File: src/rtl/count_display_mux_pkg.sv
// count_display_mux_pkg: shared seven-segment patterns and digit-slot encoding
package count_display_mux_pkg;
    typedef enum logic [1:0] {
        DIG_Q_U = 2'd0,
        DIG_Q_T = 2'd1,
        DIG_W_U = 2'd2,
        DIG_W_T = 2'd3
    } dsel_t;
    localparam logic [6:0] SEG_BLANK = 7'b1111111;
    // active-low {g,f,e,d,c,b,a}, index 9 first
    localparam logic [9:0][6:0] SEG_LUT = {
        7'b0010000, 7'b0000000, 7'b1111000, 7'b0000010, 7'b0010010,
        7'b0011001, 7'b0110000, 7'b0100100, 7'b1111001, 7'b1000000
    };
endpackage

File: src/rtl/count_display_mux_seg7_decode.sv
// seg7_decode: BCD digit plus blank flag to active-low segment pattern
module seg7_decode
    import count_display_mux_pkg::*;
(
    input  logic [3:0] bcd,
    input  logic       blank,
    output logic [6:0] seg
);
    assign seg = (blank || bcd > 4'd9) ? SEG_BLANK : SEG_LUT[bcd];
endmodule

File: src/rtl/count_display_mux.sv
// count_display_mux: four-digit scanned display of a 4-bit count and its saturating wrap total
module count_display_mux
    import count_display_mux_pkg::*;
#(
    parameter int SCAN_DIV = 50000,
    parameter int WRAP_SAT = 99
) (
    input  logic       clk,
    input  logic       rs,
    input  logic [3:0] q_in,
    output logic [6:0] seg,
    output logic [3:0] an,
    output logic       dp
);
    localparam int SW = $clog2(SCAN_DIV);
    localparam logic [3:0] SAT_T = 4'(WRAP_SAT / 10);
    localparam logic [3:0] SAT_U = 4'(WRAP_SAT % 10);

    logic [3:0]    q_r, wrap_t, wrap_u, q_unit, digit;
    logic [SW-1:0] scan_cnt;
    dsel_t         dsel, dsel_n;
    logic          q_ten, adv, wrap, at_sat, blank;
    logic [6:0]    seg_n;

    // outputs are built from the next digit index so an/seg/dp switch together
    always_comb begin
        q_ten  = q_r >= 4'd10;
        q_unit = q_ten ? q_r - 4'd10 : q_r;
        adv    = scan_cnt == SW'(SCAN_DIV - 1);
        dsel_n = adv ? dsel_t'(dsel + 2'd1) : dsel;
        digit  = dsel_n == DIG_Q_U ? q_unit :
                 dsel_n == DIG_Q_T ? {3'b000, q_ten} :
                 dsel_n == DIG_W_U ? wrap_u : wrap_t;
        blank  = (dsel_n == DIG_Q_T && !q_ten) || (dsel_n == DIG_W_T && wrap_t == 4'd0);
        wrap   = q_r == 4'd15 && q_in == 4'd0;
        at_sat = wrap_t == SAT_T && wrap_u == SAT_U;
    end

    seg7_decode u_dec (
        .bcd   (digit),
        .blank (blank),
        .seg   (seg_n)
    );

    always_ff @(posedge clk) begin
        if (!rs) begin
            q_r      <= '0;
            wrap_t   <= '0;
            wrap_u   <= '0;
            scan_cnt <= '0;
            dsel     <= DIG_Q_U;
            seg      <= SEG_BLANK;
            an       <= 4'b1111;
            dp       <= 1'b1;
        end else begin
            q_r      <= q_in;
            scan_cnt <= adv ? '0 : scan_cnt + 1'b1;
            dsel     <= dsel_n;
            if (wrap && !at_sat) begin
                wrap_u <= wrap_u == 4'd9 ? 4'd0 : wrap_u + 4'd1;
                wrap_t <= wrap_u == 4'd9 ? wrap_t + 4'd1 : wrap_t;
            end
            seg <= seg_n;
            an  <= ~(4'b0001 << dsel_n);
            dp  <= dsel_n != DIG_W_U;
        end
    end
endmodule
File: config.mk
export PLATFORM = sky130hd
export DESIGN_NAME = count_display_mux
export DESIGN_NICKNAME = d
export VERILOG_FILES = /design/src/rtl/count_display_mux_pkg.sv /design/src/rtl/count_display_mux_seg7_decode.sv /design/src/rtl/count_display_mux.sv
export SDC_FILE = /design/constraint.sdc
export NUM_CORES = 1
export LEC_CHECK = 0
export ABC_AREA = 1
export CAP_MARGIN = 20
export CORE_ASPECT_RATIO = 0.75
export CORE_MARGIN = 3
export CORE_UTILIZATION = 45
export DETAILED_ROUTE_END_ITERATION = 8
export GPL_ROUTABILITY_DRIVEN = 0
export PLACE_DENSITY = 0.74
export SYNTH_ARGS = -nofsm -noshare
export SYNTH_HDL_FRONTEND = slang
export SYNTH_SLANG_ARGS = --single-unit
File: constraint.sdc
create_clock -name clk -period 5.1 [get_ports clk]
set_input_delay 1.02 -clock clk [delete_from_list [all_inputs] [get_ports clk]]
set_output_delay 1.02 -clock clk [all_outputs]
set_load 0.1 [all_outputs]
== Word-level counts from Yosys, hierarchy flattened ==
Memory sizes are Yosys's and may differ from the RTL's. A register that Yosys moved wholly into a read port is not among the register bits.
Index checks and enable logic that the tools add are counted.
Word-level totals
  bits of input ports: 6
  ROM bits: 112
  flip-flop bits (word level): 35
  memories kept: 1
  output and inout bits: 12
Operators by class
  bitwise operators: 2
  muxes and demuxes: 6
  reduce and logical (&&, ||, !) cells: 15
  equal/unequal tests: 8
  $lt $le $gt $ge: 2
  $add $sub $neg: 5
  shifts and indexed selects: 1
Memories
  (no name shown): words 16, bits a word 7, read ports 1, clocked after Yosys merged registers in 1, write ports 0, line count_display_mux_seg7_decode.sv:9  | assign seg = (blank || bcd > 4'd9) ? SEG_BLANK : SEG_LUT[bcd];
Operator list (count)
  $mux W4: 5
  $add A16 B1 Y16 const B: 1
  $eq A16 B16 Y1 const B: 1
  $eq A4 B4 Y1 const B: 3
  $add A4 B1 Y4 const B: 2
  $logic_not A4 Y1: 2
  $logic_and A1 B1 Y1: 5
  $eq A2 B2 Y1 const B: 2
  $ge A4 B4 Y1 const B: 1
  $gt A4 B4 Y1 const B: 1
  $not A4 Y4: 1
  $reduce_or A2 Y1: 2
  $shl A1 B2 Y4 const A: 1
  $sub A4 B4 Y4 const B: 1
  $add A2 B1 Y2 const B: 1
  $eq A2 B1 Y1 const B: 1
  $logic_not A1 Y1: 2
  $logic_not A2 Y1: 1
  $logic_or A1 B1 Y1: 2
  $mux W2: 1
  $ne A2 B2 Y1 const B: 1
  $reduce_and A2 Y1: 1
  $not A1 Y1: 1

== Depth between registers and ports, before layout ==
Gate-level depths: netlist of run 1.
  depth after elaboration: 9
  mapped depth: 19
  gate-level depth less buffers: 19

== Modules after synthesis ==
A second synthesis of run 1 with hierarchy kept.
Unflattened totals
  cell total of the unflattened synthesis: 294
  area total of the unflattened synthesis: 2142.1 um2
Modules (own cells, without submodules)
  count_display_mux: instances 1, cells each 254, area an instance 1901.8 um2
  seg7_decode: instances 1, cells each 40, area an instance 240.2 um2

== Worst setup path after synthesis of run 1 ==
Ideal clock, no wire load.
  path kind: register to output
  start: register an[2]
  end: output an[2]
  setup slack: 2.724 ns
  arrival time: 1.356 ns
  cell stages (with the launch flop): 2
  path through: dfxtp_1 -> buf_4
RTL lines
  start: declaration: line count_display_mux.sv:12  | output logic [3:0] an,
  start signal: assignment: line count_display_mux.sv:64  | an <= ~(4'b0001 << dsel_n);
No word-level cell between the ends.

==> results of run 1 <==
==> cells in the mapped netlist <==
cell type / count / area [um^2]
nor3_1: 11 / 55.1
nand2_1: 71 / 267
dfxtp_1: 41 / 821
a31oi_1: 1 / 6.26
inv_2: 2 / 7.51
nand3b_1: 3 / 22.5
and3_1: 1 / 6.26
nor2_1: 42 / 158
nand3_1: 25 / 125
xor2_1: 2 / 17.5
nand2_2: 5 / 31.3
o21ai_1: 3 / 15.0
a21oi_4: 1 / 16.3
nand4_1: 5 / 31.3
nor2_2: 3 / 18.8
xnor2_1: 2 / 17.5
nand3_2: 2 / 20.0
a211oi_1: 1 / 7.51
a21oi_1: 11 / 55.1
nor3b_1: 3 / 22.5
inv_1: 42 / 158
o211ai_1: 1 / 7.51
o21ai_0: 10 / 50.1
ha_1: 9 / 113
nand2_4: 2 / 22.5
buf_4: 1 / 7.51
clkbuf_1: 2 / 7.51
nor2_4: 1 / 11.3
==> worst min-delay path by stage <==
stage	from	end	slack, ns	cells past startpoint
finish	scan_cnt[0]	scan_cnt[0]	0.46	1
global route	scan_cnt[0]	scan_cnt[0]	0.48	1
CTS	scan_cnt[0]	scan_cnt[0]	0.46	1
detailed placement	scan_cnt[0]	scan_cnt[0]	0.44	1
global placement	scan_cnt[0]	scan_cnt[0]	0.43	1
floorplan	scan_cnt[0]	scan_cnt[0]	0.42	1
==> logic make-up (layout without fill, tap and decap cells) <==
kind of cell | Yosys count | after routing
AOI/OAI and AO/OA | 28 | 28
and+or+nand+nor | 174 | 174
buffers and inverters | 47 | 69
xor gates and xnor gates | 4 | 4
adders and majority gates | 9 | 9
DFF | 41 | 41
==> worst reg2reg max path, delay by kind of cell, from the launching register on <==
family	cells	cell delay, ns
adder cells (fa/ha/maj)	2	0.36
buffers and inverters	2	0.17
flip-flops	1	0.37
AND/OR/NAND/NOR	12	1.26
AO/OA/AOI/OAI	1	0.24
==> where the power goes <==
part	internal, mW	switching (mW)
sequential	0.330	0.00411
clock	0.197	0.120
combinational	0.0256	0.0724
total	0.552	0.196
==> flip-flops by register name (all words and copies together) (netlist names) <==
name,flops
wrap_u,4
seg,7
scan_cnt,16
dsel,2
q_r,4
wrap_t,4
an,4
==> metrics by stage <==
| stage | power [mW] | cell area [um^2] |
|---|---|---|
| floorplan | 0.416 | 2100 |
| global placement | 0.439 | 2320 |
| detailed placement | 0.440 | 2320 |
| CTS | 0.757 | 2460 |
| global route | 0.779 | 2460 |
| finish | 0.749 | 2460 |
==> routing by layer <==
| metal | routed length (um) | vias up | part of all wire (%) | GRT usage, % |
|---|---|---|---|---|
| met5 | 0 | - | 0 | 0 |
| met4 | 70 | 0 | 1.7 | 7.31 |
| met3 | 242 | 8 | 5.9 | 4.64 |
| met2 | 1670 | 37 | 40 | 26.5 |
| met1 | 2140 | 830 | 52 | 23.3 |
| li1 | - | 1010 | - | - |
==> final cells by class <==
type	instances	area [um^2]	share of cell area, %
Inverter	44	165	6.72
Multi-Input combinational cell	215	1100	44.6
Clock buffer	5	68.8	2.80
Timing Repair Buffer	17	170	6.92
Sequential cell	41	821	33.4
Tap cell	55	68.8	2.80
Clock inverter	3	68.8	2.80
==> impl_metrics.json, run 1 <==
{
  "cp.depth": 1,
  "hold_path.class": "flop to flop",
  "timing.fmax_mhz": 360,
  "status": "complete, no violations",
  "ys_seq_area_share_pct": 39.1,
  "cts_setup_buffers": 0,
  "start_util_pct": 49.3,
  "critPathMaxFanout": 2,
  "io_pins": 18,
  "utilization_pct": 57.8,
  "die_area_mm2": 0.00552,
  "postRouteWirelength_mm": 4.13,
  "layout_commonest_cell": "nand2_1",
  "path_cells": "clkdlybuf4s50_1",
  "rrSetupSlack_ns": 2.58,
  "slowest_stage": "clkdlybuf4s50_1",
  "period_needed_ns": 2.78,
  "instances_no_fill": 380,
  "coreArea_mm2": 0.00425,
  "syn2layout_area_growth_pct": 17.2,
  "synth_xor_area_share_pct": 1.67,
  "finClkSkew_ns": 0.00649,
  "fin_crit_sh_pct": 54.4,
  "worstMarginPinSlew_ns": 0.975,
  "rr_startpoint": "scan_cnt[0]",
  "postRouteAntennaNets": 0,
  "synth_mux_area_share_pct": 0,
  "wire_per_inst_um": 10.9,
  "yosys.area_share.simple_pct": 37.7,
  "clkLatencyLatePin_ns": 0.30,
  "ir_drop_uv": 154,
  "cts_tree": "built",
  "endpoint_kind": "output port",
  "grt_pass1_vias": 1755,
  "r2r_cells": 17,
  "cts_hold_buffers": 0,
  "cap_violations": 0,
  "cp.arrival_ns": 1.76,
  "placed_cells": 372,
  "netlist_area_mm2": 0.00210,
  "nets": 339,
  "p_leak_nw": 1.05,
  "clk_path_buf_depth": 2,
  "synth_fa_ha_area_share_pct": 5.37,
  "antenna_found_initial": 0,
  "setup.worst_path.start": "an[2]",
  "layout_common_cells": "71 x nand2_1, 42 x inv_1, 42 x nor2_1, 41 x dfxtp_1, 25 x nand3_1",
  "drt_iter0_drc": 103,
  "cts_buffers": 5,
  "die_h_um": 65.1,
  "ys_seq_elements": 41,
  "hpwl_mm": 3.17,
  "avgViaCountPerCell": 4.96,
  "cts_resized": 0,
  "setup_slack_ns": 2.32,
  "setup_viol": 0,
  "grt_max_degree": 17,
  "clkTransAtPathRegs_ns": 0.08,
  "synth.distinct_cells": 28,
  "p_per_area_mw_per_mm2": 305,
  "setup_tns_ns": 0,
  "cts_root_buf": "clkbuf_8",
  "criticalPathCategory": "flop to output port",
  "placement.io_buffers": 17,
  "critPathBufInv": 1,
  "max_slew_margin_pct": 34.8,
  "avgSynthCellArea_um2": 6.92,
  "drive_above_1_share_pct": 7.38,
  "firstDrtPassIters": 4,
  "endpoint": "dp",
  "fp.dieW_um": 84.8,
  "antennaDiodeCount": 0,
  "drc_errors": 0,
  "worst-endpoint-required_ns": 4.08,
  "r2r-end": "seg[4]",
  "vias": 1885,
  "rsz0062_at_grt": "no",
  "cts_sinks": 41,
  "synthCells": 303,
  "grtUsageTotal_pct": 17.4,
  "yosysWarningCount": 0,
  "synth_compound_area_share_pct": 7.52,
  "cp_top_family": "buffers and inverters",
  "rows": 20,
  "hold_viol_final": 0,
  "whs_ns": 0.460,
  "grt_pass1_wl_mm": 7.67,
  "critPathMaxStageDelay_ns": 1.13,
  "fillerInstances": 423,
  "post-place-ws_ns": 2.32,
  "slew_violations": 0,
  "synth_top_family_by_area": "simple AND/OR/NAND/NOR gates",
  "syn-num-nets": 318,
  "cp-start-kind": "flop",
  "grt_overflow_total": 0,
  "cts_htree_levels": 2
}
Note: power is estimated with default switching activity, not from simulation.
==> inputs of run 2 (changes only) <==
--- a/config.mk
+++ b/config.mk
@@ -12,7 +12,7 @@
 export CORE_UTILIZATION = 45
 export DETAILED_ROUTE_END_ITERATION = 8
 export GPL_ROUTABILITY_DRIVEN = 0
-export PLACE_DENSITY = 0.74
+export PLACE_DENSITY = 0.76
 export SYNTH_ARGS = -nofsm -noshare
 export SYNTH_HDL_FRONTEND = slang
 export SYNTH_SLANG_ARGS = --single-unit
==> constraint.sdc (replaced) <==
create_clock -name clk -period 2.35 [get_ports clk]
set_input_delay 0.47 -clock clk [delete_from_list [all_inputs] [get_ports clk]]
set_output_delay 0.47 -clock clk [all_outputs]
set_load 0.1 [all_outputs]
==> impl_metrics.json, run 2 (synthesized netlist as in run 1, its figures left out) <==
{
  "clkLatencyLatePin_ns": 0.29,
  "cts_htree_levels": 2,
  "multi_input_area_mm2": 0.00119,
  "power.internal_mw": 1.04,
  "finalInstanceArea_mm2": 0.00256,
  "status": "complete, no violations",
  "placement.io_buffers": 17,
  "drt_iter0_drc": 102,
  "cts_root_buf": "clkbuf_8",
  "drive_above_1_share_pct": 21.3,
  "period_needed_ns": 2.29,
  "timing.fmax_mhz": 437,
  "setup_viol": 0,
  "cts_tree": "built",
  "coreArea_mm2": 0.00425,
  "p_switching_mw": 0.413,
  "endpoint": "seg[1]",
  "start_util_pct": 49.3,
  "finClkSkew_ns": 0.00303,
  "seq_power_share_pct": 50.0,
  "setup.worst_path.start": "scan_cnt[0]",
  "p_leak_nw": 1.09,
  "grtUsageTotal_pct": 16.7,
  "firstDrtPassIters": 5,
  "critPathMaxStageDelay_ns": 0.37,
  "ir_drop_uv": 321,
  "largest_reg_flops": 16,
  "worst-endpoint-required_ns": 2.52,
  "cts_buffers": 5,
  "postRouteWirelength_mm": 4.48,
  "rrSetupSlack_ns": 0.06,
  "cp-start-kind": "flop",
  "placed_area_mm2": 0.00233,
  "r2r_cells": 17,
  "layout_common_cells": "66 x nand2_1, 39 x inv_1, 36 x nor2_1, 34 x dfxtp_1, 23 x nand3_1",
  "rr_startpoint": "scan_cnt[0]",
  "comb_power_share_pct": 15.4,
  "p_per_area_mw_per_mm2": 567,
  "regArea_um2": 832,
  "hold_viol_final": 0,
  "hpwl_mm": 3.27,
  "clk_path_buf_depth": 2,
  "netSwitchingFraction_pct": 28.4,
  "fin_crit_sh_pct": 97.5,
  "drc_errors": 0,
  "wire_per_inst_um": 11.5,
  "grt_pass1_wl_mm": 7.49,
  "cap_violations": 0,
  "worstMarginPinSlew_ns": 0.575,
  "criticalPathCategory": "flop to flop",
  "instances_no_fill": 389,
  "grt_max_degree": 16,
  "critPathMaxFanout": 8,
  "path_cells": "ha_4 -> nand3_4 -> nor2_4 -> nand3_1 -> nand2_2 -> nand2_2 -> nand2_1 -> nand3_1 -> nand2_1 -> nand2_2 -> inv_2 -> ha_4 -> inv_2 -> nand2_1 -> nand4_1 -> a21oi_4 -> o21ai_1",
  "cts_hold_buffers": 0,
  "max_slew_margin_pct": 61.6,
  "setup_tns_ns": 0,
  "slowest_stage": "dfxtp_4",
  "post-place-ws_ns": -0.0435,
  "setup_slack_ns": 0.0594,
  "layout_commonest_cell": "nand2_1",
  "antennaDiodeCount": 0,
  "syn2layout_area_growth_pct": 22.3,
  "grt_pass1_vias": 1694,
  "die_h_um": 65.1,
  "fillerInstances": 377,
  "cts_sinks": 41,
  "rows": 20,
  "power.total_mw": 1.45,
  "clkTransAtPathRegs_ns": 0.08,
  "io_pins": 18,
  "avgViaCountPerCell": 4.95,
  "placed_cells": 377,
  "cp.arrival_ns": 2.46,
  "power.share.clock_pct": 34.6,
  "regMostFlops": "scan_cnt",
  "die_area_mm2": 0.00552,
  "slew_violations": 0,
  "rsz0062_at_grt": "yes",
  "top_regs": "scan_cnt: 16 flops, seg: 7 flops",
  "postRouteAntennaNets": 0,
  "grt_overflow_total": 0,
  "antenna_found_initial": 0,
  "nets": 348,
  "hold_path.class": "flop to flop",
  "endpoint_kind": "flop",
  "r2r-end": "seg[1]",
  "vias": 1926,
  "fp.dieW_um": 84.8
}
-- run 2: how the worst min path moves through the flow --
stage	start	end	slack (ns)	depth (start not counted)
2_1_floorplan	scan_cnt[0]	scan_cnt[0]	0.42	1
3_3_place_gp	scan_cnt[0]	scan_cnt[0]	0.43	1
3_5_place_dp	scan_cnt[0]	scan_cnt[0]	0.46	1
4_1_cts	scan_cnt[0]	scan_cnt[0]	0.46	1
5_1_grt	scan_cnt[0]	scan_cnt[0]	0.46	1
6_report	scan_cnt[0]	scan_cnt[0]	0.45	1
-- run 2: power groups by stage --
stage	Sequential, mW	Clock [mW]	Combinational, mW
floorplan	0.839	0	0.0644
global placement	0.741	0	0.211
detailed placement	0.742	0	0.212
CTS	0.727	0.514	0.214
global route	0.731	0.540	0.240
finish	0.727	0.503	0.224
-- run 2: final cells by class --
| class | count | share of cell area, % |
|---|---|---|
| Clock buffer | 7 | 3.76 |
| Clock inverter | 1 | 0.195 |
| Inverter | 44 | 6.44 |
| Multi-Input combinational cell | 215 | 46.4 |
| Sequential cell | 41 | 32.4 |
| Tap cell | 55 | 2.68 |
| Timing Repair Buffer | 26 | 8.10 |
-- run 2: per-stage QoR --
| stage | hold slack, ns | utilization [%] |
|---|---|---|
| after floorplan | 0.418 | - |
| after global placement | 0.431 | 54.7 |
| after detailed placement | 0.462 | 54.7 |
| after CTS | 0.460 | 58.2 |
| after global routing | 0.464 | 60.3 |
| final | 0.454 | 60.3 |
-- run 2: critical path, delay by kind of cell, from the launching register on --
family                   cells  cell delay (ns)
AND/OR/NAND/NOR             11             1.04
buffers and inverters        2             0.13
adder cells (fa/ha/maj)      2             0.27
flip-flops                   1             0.37
AO/OA/AOI/OAI                2             0.35
-- run 2: layer usage --
layer | GRT usage, % | wire length [um] | vias up
met4 | 6.52 | 40 | 0
met5 | 0 | 0 | -
met2 | 24.0 | 1840 | 42
met3 | 4.39 | 271 | 4
met1 | 23.6 | 2330 | 862
li1 | - | - | 1018
-- run 2: what timing repair did --
item                       CTS  global route
setup endpoints to repair    7             7
buffers inserted             2             2
pin swaps                    3            16
resized for setup            7            27
